**src/rtl/phase_packetizer.sv**
```systemverilog
// -----------------------------------------------------------------------------
// phase_packetizer
//
// Captures one run of peak-detect entries (sop..eop, each carrying freq,
// phaseA and phaseB) into one of two capture banks. Each entry is stored
// together with the wrapped phase difference A-B. Every completed run is then
// serialised as a byte frame over a valid/ready stream.
//
// Frame layout, MSB first:
//   SYNC, seq, count, { freq[23:0], phaseA, phaseB, diff } x count [, checksum]
//
// Optional feature macro: PHASE_PACKETIZER_CHECKSUM_EN
//   defined   -> a trailing byte carries the mod-256 sum of every earlier
//                frame byte (SYNC included); source_eop marks that byte.
//   undefined -> no checksum byte; source_eop marks the last diff LSB byte.
//
// Parameters
//   NPEAKS  entries kept per frame (later entries of a run are dropped)
//   SYNC    first byte of every frame
//   PI      pi in Q3.13, used to wrap the phase difference into [-PI, PI]
//
// Ports
//   clk            clock
//   reset          asynchronous reset, active low
//   sink_valid     entry valid
//   sink_sop       first entry of a run
//   sink_eop       last entry of a run
//   sink_freq      frequency, UQ24.0
//   sink_phaseA    phase A, Q3.13
//   sink_phaseB    phase B, Q3.13
//   source_valid   frame byte valid
//   source_ready   consumer accepts the byte
//   source_data    frame byte
//   source_sop     marks the SYNC byte
//   source_eop     marks the last byte of the frame
//   drop_cnt       runs dropped for lack of a free bank (saturates at 255)
// -----------------------------------------------------------------------------
module phase_packetizer #(
    parameter int         NPEAKS = 4,
    parameter logic [7:0] SYNC   = 8'hA5,
    parameter int         PI     = 25736
) (
    input  logic        clk,
    input  logic        reset,
    input  logic        sink_valid,
    input  logic        sink_sop,
    input  logic        sink_eop,
    input  logic [23:0] sink_freq,
    input  logic [15:0] sink_phaseA,
    input  logic [15:0] sink_phaseB,
    output logic        source_valid,
    input  logic        source_ready,
    output logic [7:0]  source_data,
    output logic        source_sop,
    output logic        source_eop,
    output logic [7:0]  drop_cnt
);

    // entry counter width (0..NPEAKS), entry address width, frame byte index
    localparam int CW = $clog2(NPEAKS + 1);
    localparam int EW = (NPEAKS > 1) ? $clog2(NPEAKS) : 1;
    localparam int IW = $clog2(9 * NPEAKS + 5);

    localparam logic [CW-1:0]      NPEAKS_C = CW'(NPEAKS);
    localparam logic signed [16:0] PI_POS   = 17'(PI);
    localparam logic signed [16:0] PI_NEG   = 17'(-PI);
    localparam logic signed [16:0] TWO_PI   = 17'(2 * PI);

    typedef enum logic {
        TX_IDLE = 1'b0,
        TX_SEND = 1'b1
    } tx_state_t;

    // -------------------------------------------------------------------------
    // Wrapped phase difference, computed on the incoming entry
    // -------------------------------------------------------------------------
    logic signed [16:0] diff_raw;
    logic [15:0]        diff_val;
    logic [71:0]        entry_word;

    always_comb begin
        diff_raw = $signed({sink_phaseA[15], sink_phaseA})
                 - $signed({sink_phaseB[15], sink_phaseB});
        if (diff_raw > PI_POS) begin
            diff_val = 16'(diff_raw - TWO_PI);
        end else if (diff_raw < PI_NEG) begin
            diff_val = 16'(diff_raw + TWO_PI);
        end else begin
            diff_val = 16'(diff_raw);
        end
    end

    assign entry_word = {sink_freq, sink_phaseA, sink_phaseB, diff_val};

    // -------------------------------------------------------------------------
    // Capture side state
    // -------------------------------------------------------------------------
    logic           cap_open_q, cap_open_d;
    logic           cap_bank_q, cap_bank_d;   // bank the next/current run goes into
    logic [CW-1:0]  cap_idx_q,  cap_idx_d;    // entries stored so far, saturating
    logic [7:0]     drop_q,     drop_d;
    logic           bank_full_q [2];
    logic [CW-1:0]  bank_cnt_q  [2];
    logic [71:0]    mem_q [2][NPEAKS];

    logic           wr_en;
    logic [EW-1:0]  wr_addr;
    logic           cap_close;
    logic           bank_avail;

    // Transmit side state
    tx_state_t      state_q, state_d;
    logic           tx_bank_q, tx_bank_d;
    logic [7:0]     seq_q,     seq_d;
    logic [IW-1:0]  idx_q,     idx_d;         // byte index within the frame
    logic [EW-1:0]  ent_q,     ent_d;         // entry being sent
    logic [3:0]     off_q,     off_d;         // byte offset inside that entry
`ifdef PHASE_PACKETIZER_CHECKSUM_EN
    logic [7:0]     cks_q,     cks_d;
`endif
    logic           tx_release;               // last byte accepted this cycle
    logic [CW-1:0]  tx_cnt;
    logic [IW-1:0]  last_idx;
    logic [71:0]    entry_sel;
    logic [7:0]     entry_bytes [9];
    logic [7:0]     frame_byte;

    // -------------------------------------------------------------------------
    // Capture next-state logic
    // -------------------------------------------------------------------------
    always_comb begin
        cap_open_d = cap_open_q;
        cap_bank_d = cap_bank_q;
        cap_idx_d  = cap_idx_q;
        drop_d     = drop_q;
        wr_en      = 1'b0;
        wr_addr    = '0;
        cap_close  = 1'b0;

        // Banks fill and drain in the same alternating order, so only the
        // next capture bank has to be examined. A bank released by the
        // transmitter in this very cycle counts as free.
        bank_avail = !bank_full_q[cap_bank_q]
                   || (tx_release && (tx_bank_q == cap_bank_q));

        if (sink_valid) begin
            if (sink_sop) begin
                // An open frame is never full, so a restart always succeeds.
                if (cap_open_q || bank_avail) begin
                    wr_en      = 1'b1;
                    wr_addr    = '0;
                    cap_open_d = 1'b1;
                    cap_idx_d  = CW'(1);
                    cap_close  = sink_eop;
                end else if (drop_q != 8'hFF) begin
                    drop_d = drop_q + 8'd1;
                end
            end else if (cap_open_q) begin
                if (cap_idx_q < NPEAKS_C) begin
                    wr_en     = 1'b1;
                    wr_addr   = EW'(cap_idx_q);
                    cap_idx_d = cap_idx_q + CW'(1);
                end
                cap_close = sink_eop;
            end
        end

        if (cap_close) begin
            cap_open_d = 1'b0;
            cap_bank_d = ~cap_bank_q;
        end
    end

    always_ff @(posedge clk or negedge reset) begin
        if (!reset) begin
            cap_open_q <= 1'b0;
            cap_bank_q <= 1'b0;
            cap_idx_q  <= '0;
            drop_q     <= 8'd0;
            for (int b = 0; b < 2; b++) begin
                bank_full_q[b] <= 1'b0;
                bank_cnt_q[b]  <= '0;
            end
        end else begin
            cap_open_q <= cap_open_d;
            cap_bank_q <= cap_bank_d;
            cap_idx_q  <= cap_idx_d;
            drop_q     <= drop_d;
            for (int b = 0; b < 2; b++) begin
                if (tx_release && (tx_bank_q == 1'(b))) begin
                    bank_full_q[b] <= 1'b0;
                end
                // Closing wins: a one-entry run may refill a bank freed this cycle.
                if (cap_close && (cap_bank_q == 1'(b))) begin
                    bank_full_q[b] <= 1'b1;
                    bank_cnt_q[b]  <= cap_idx_d;
                end
            end
        end
    end

    // Entry storage carries no reset; validity is tracked by bank_full_q/cnt.
    always_ff @(posedge clk) begin
        if (wr_en) begin
            mem_q[cap_bank_q][wr_addr] <= entry_word;
        end
    end

    // -------------------------------------------------------------------------
    // Frame byte selection
    // -------------------------------------------------------------------------
    always_comb begin
        tx_cnt    = bank_cnt_q[tx_bank_q];
        entry_sel = mem_q[tx_bank_q][ent_q];
`ifdef PHASE_PACKETIZER_CHECKSUM_EN
        last_idx  = IW'(tx_cnt) * IW'(9) + IW'(3);
`else
        last_idx  = IW'(tx_cnt) * IW'(9) + IW'(2);
`endif
    end

    generate
        for (genvar gi = 0; gi < 9; gi++) begin : g_entry_bytes
            assign entry_bytes[gi] = entry_sel[71 - 8*gi -: 8];
        end
    endgenerate

    always_comb begin
        if (idx_q == IW'(0)) begin
            frame_byte = SYNC;
        end else if (idx_q == IW'(1)) begin
            frame_byte = seq_q;
        end else if (idx_q == IW'(2)) begin
            frame_byte = 8'(tx_cnt);
`ifdef PHASE_PACKETIZER_CHECKSUM_EN
        end else if (idx_q == last_idx) begin
            frame_byte = cks_q;
`endif
        end else begin
            frame_byte = entry_bytes[off_q];
        end
    end

    // -------------------------------------------------------------------------
    // Transmit FSM: state register
    // -------------------------------------------------------------------------
    always_ff @(posedge clk or negedge reset) begin
        if (!reset) begin
            state_q   <= TX_IDLE;
            tx_bank_q <= 1'b0;
            seq_q     <= 8'd0;
            idx_q     <= '0;
            ent_q     <= '0;
            off_q     <= 4'd0;
`ifdef PHASE_PACKETIZER_CHECKSUM_EN
            cks_q     <= 8'd0;
`endif
        end else begin
            state_q   <= state_d;
            tx_bank_q <= tx_bank_d;
            seq_q     <= seq_d;
            idx_q     <= idx_d;
            ent_q     <= ent_d;
            off_q     <= off_d;
`ifdef PHASE_PACKETIZER_CHECKSUM_EN
            cks_q     <= cks_d;
`endif
        end
    end

    // -------------------------------------------------------------------------
    // Transmit FSM: next-state logic
    // -------------------------------------------------------------------------
    always_comb begin
        state_d    = state_q;
        tx_bank_d  = tx_bank_q;
        seq_d      = seq_q;
        idx_d      = idx_q;
        ent_d      = ent_q;
        off_d      = off_q;
        tx_release = 1'b0;
`ifdef PHASE_PACKETIZER_CHECKSUM_EN
        cks_d      = cks_q;
`endif

        unique case (state_q)
            TX_IDLE: begin
                if (bank_full_q[tx_bank_q]) begin
                    state_d = TX_SEND;
                    idx_d   = '0;
                    ent_d   = '0;
                    off_d   = 4'd0;
`ifdef PHASE_PACKETIZER_CHECKSUM_EN
                    cks_d   = 8'd0;
`endif
                end
            end
            TX_SEND: begin
                if (source_ready) begin
                    if (idx_q == last_idx) begin
                        // Frame done: free the bank and go straight on to the
                        // other bank when it is already waiting.
                        tx_release = 1'b1;
                        seq_d      = seq_q + 8'd1;
                        tx_bank_d  = ~tx_bank_q;
                        idx_d      = '0;
                        ent_d      = '0;
                        off_d      = 4'd0;
`ifdef PHASE_PACKETIZER_CHECKSUM_EN
                        cks_d      = 8'd0;
`endif
                        state_d    = bank_full_q[~tx_bank_q] ? TX_SEND : TX_IDLE;
                    end else begin
                        idx_d = idx_q + IW'(1);
`ifdef PHASE_PACKETIZER_CHECKSUM_EN
                        cks_d = cks_q + frame_byte;
`endif
                        // Entry bytes start at index 3; nine bytes per entry.
                        if (idx_q >= IW'(3)) begin
                            if (off_q == 4'd8) begin
                                off_d = 4'd0;
                                ent_d = ent_q + EW'(1);
                            end else begin
                                off_d = off_q + 4'd1;
                            end
                        end
                    end
                end
            end
            default: state_d = TX_IDLE;
        endcase
    end

    // -------------------------------------------------------------------------
    // Transmit FSM: outputs (forced to zero whenever no byte is offered)
    // -------------------------------------------------------------------------
    always_comb begin
        source_valid = (state_q == TX_SEND);
        source_data  = source_valid ? frame_byte : 8'd0;
        source_sop   = source_valid && (idx_q == IW'(0));
        source_eop   = source_valid && (idx_q == last_idx);
    end

    assign drop_cnt = drop_q;

endmodule

```
**config.mk**
```make
export PLATFORM = sky130hd
export DESIGN_NAME = phase_packetizer
export DESIGN_NICKNAME = d
export VERILOG_FILES = /design/src/rtl/phase_packetizer.sv
export SDC_FILE = /design/constraint.sdc
export NUM_CORES = 1
export LEC_CHECK = 0
export CAP_MARGIN = 20
export CORE_MARGIN = 2
export CORE_UTILIZATION = 53
export DETAILED_ROUTE_END_ITERATION = 10
export PLACE_DENSITY = 0.7
export SETUP_SLACK_MARGIN = 0.02
export SYNTH_ARGS = -nofsm -noshare
export SYNTH_HDL_FRONTEND = slang
export SYNTH_SLANG_ARGS = --single-unit
```
**constraint.sdc**
```tcl
create_clock -name clk -period 13 [get_ports clk]
set_input_delay 3.25 -clock clk [delete_from_list [all_inputs] [get_ports clk]]
set_output_delay 3.25 -clock clk [all_outputs]
set_load 0.02 [all_outputs]
```
==> results.cfg <==
[routing]
drc = 0
ant_nets = 0
drt_iter0_drc = 1254
drt_wl_total_um = 53600
first_pass_iters = 5
num_vias = 13100
viasPerCell = 6.16
wire_per_inst_um = 25.1

[sta]
rsz0062_at_grt = no
max_freq_mhz = 116
holdWs_ps = 477
slew_headroom_pct = 27.7
timing.final.max_slew_violations = 0
final-hold-violation-count = 0
tns_ps = 0
max_slew.worst_pin.slew_ps = 1090
fin_crit_ps = 8590
finClkSkew_ps = 14.6
setup_viol = 0
period_share_pct = 66.0

[yosys]
synth_cell_types = 81
syn_nets = 1439
ys_warn_count = 0
syn_inst = 1345
yosys.area.top_type_share_pct = 66.7
synthArstFlopShare_pct = 6.95
yosys-top-cells-count = edfxtp_1, mux4_2, nand2_1
ys_seq_elements = 619
synth_top_cell_by_area = edfxtp_1
syn_area_um2 = 25900
synthTopCellsByArea = edfxtp_1, mux4_2, dfrtp_1
yosysMostFrequentCell = edfxtp_1
avgSynthCellArea_um2 = 19.3
seq_area_frac_synth_pct = 70.8
synth-edff-count = 576
synth_ff_type = edfxtp_1

[floorplanning]
coreArea_um2 = 48600
die_height_um = 225
die_area_um2 = 50700
start_util_pct = 53.3
die_w_um = 225
pin_count = 81
rows = 81

[global_routing]
grt_max_degree = 63
grt_pass1_vias = 13500
antenna_found_initial = 0
grt_overflow = 0
grtUsageTotal_pct = 21.9
grt_first_pass_wirelength_um = 82100

[clocking]
cts_buffer_depth = 3
cts_sinks = 619
clkLatencyLatePin_ps = 620
ctsRootBufferMaster = clkbuf_16
h-tree-depth = 2
cts_resized = 0
post_cts_buffers = 0
cts_tree = yes
cts_hold_buf = 0
numCtsBuffers = 61
path_clk_slew_ps = 60

[setup_path]
crit_type = flop to primary output
cp_max_fo = 32
arrival_ps = 5340
worstPathRequired_ps = 9750
worst_setup_path_start_kind = flop
endpoint_kind = primary output

[cells_and_area]
nets = 1553
n_fill_cell = 3460
diodes = 0
layout-drive-gt1-share_pct = 21.9
design_area_um2 = 29600
final_core_utilization_pct = 60.8
syn2layout_area_growth_pct = 13.9

[power]
worst_ir_drop_vdd_uv = 110
p_leak_nw = 9.68
power.density_nw_per_um2 = 205
fin_total_pwr_mw = 6.05

[place]
gp_congestion = 0.869
place_area_um2 = 27500
numPortBuffers = 80
dpl.hpwl_um = 31400

[run]
cap_violations = 0

[worst_hold_path]
hp-class = flop to flop

[outcome]
status = complete, no violations
## logic make-up after synthesis
group                      count (synthesis)  share of synthesized area [%]
xor gates and xnor gates                  38                           1.31
buffers and inverters                    100                           1.78
AOI/OAI and AO/OA                        167                           4.58
DFF                                      619                           70.8
adders and majority gates                 32                           1.57
and+or+nand+nor                          182                           3.46
muxes                                    207                           16.5
## layout by cell type (no fill, tap or decap), types with 8 or more instances in the layout
master,synthesis,final
edfxtp_1,576,576
mux4_2,175,175
clkdlybuf4s50_1,0,79
clkbuf_16,0,63
nand2_1,57,57
inv_1,43,43
dfrtp_1,43,39
nor2_1,40,37
o21ai_0,33,33
ha_1,31,31
a21oi_1,29,29
xnor2_1,26,26
mux2i_1,26,26
buf_4,9,25
nand3_1,20,20
clkinv_2,0,15
clkinv_1,1,14
xor2_1,11,11
nand2b_1,10,10
bufinv_16,0,10
or3_1,9,9
and3_1,9,9
clkbuf_1,25,9
o221ai_1,8,8
a31oi_1,8,8
a21o_1,8,8
## power breakdown
part	leakage [nW]	total, mW	switching (mW)	internal [mW]
Sequential	5.73	2.56	0.163	2.40
Combinational	2.94	1.69	0.891	0.801
Clock	1.02	1.79	0.716	1.08
## stage by stage
stage                     std cells  worst slack [ps]
final                          2132              4410
after global routing           2132              4050
after CTS                      2131              4280
after detailed placement       2017              4890
after global placement         2017              4960
after floorplan                1345              3430
## state kept, by name, summed over array words and instances, names as in the netlist
register      cells
source_valid      1
drop_cnt          8
bank_cnt_q        6
cap_bank_q        1
cap_idx_q         3
idx_q             6
cap_open_q        1
ent_q             2
bank_full_q       2
seq_q             8
tx_bank_q         1
mem_q           576
off_q             4
## per-layer routing
metal	GRT usage (%)	wire length (um)	vias to the layer above
met1	30.8	23100	6913
met4	6.75	1150	0
li1	-	-	5786
met5	0	0	-
met3	3.26	2840	75
met2	35.9	26500	362
## final timing paths
check	endpoint	cells past startpoint	startpoint	slack (ps)
min in group asynchronous	drop_cnt[0]	1	reset	2440
worst min register to register	seq_q[7]	1	seq_q[7]	480
worst max register to register	mem_q[1][246]	14	tx_bank_q	7610
worst max-delay path	source_data[6]	10	tx_bank_q	4410
worst min-delay path	seq_q[7]	1	seq_q[7]	480
max in group asynchronous	ent_q[0]	2	reset	10110
## cell type report
class | instances | area [um2] | area share [%]
timing repair buffer | 106 | 1000 | 3.40
multi-input combinational | 626 | 7150 | 24.2
clock buffer | 72 | 1610 | 5.45
sequential | 619 | 18400 | 62.2
clock inverter | 42 | 457 | 1.55
inverter | 45 | 169 | 0.572
tap | 622 | 778 | 2.63
## worst max-delay path, cell delays in order (launching register included)
cell and delay, ps:
dfrtp_4 800, buf_4 520, buf_4 630, mux4_2 590, mux4_2 490, mux4_2 560
nand2_1 100, o21ai_1 140, a22oi_1 190, nor2_1 80, clkdlybuf4s50_1 550
Power figures use the tool's default switching activity.
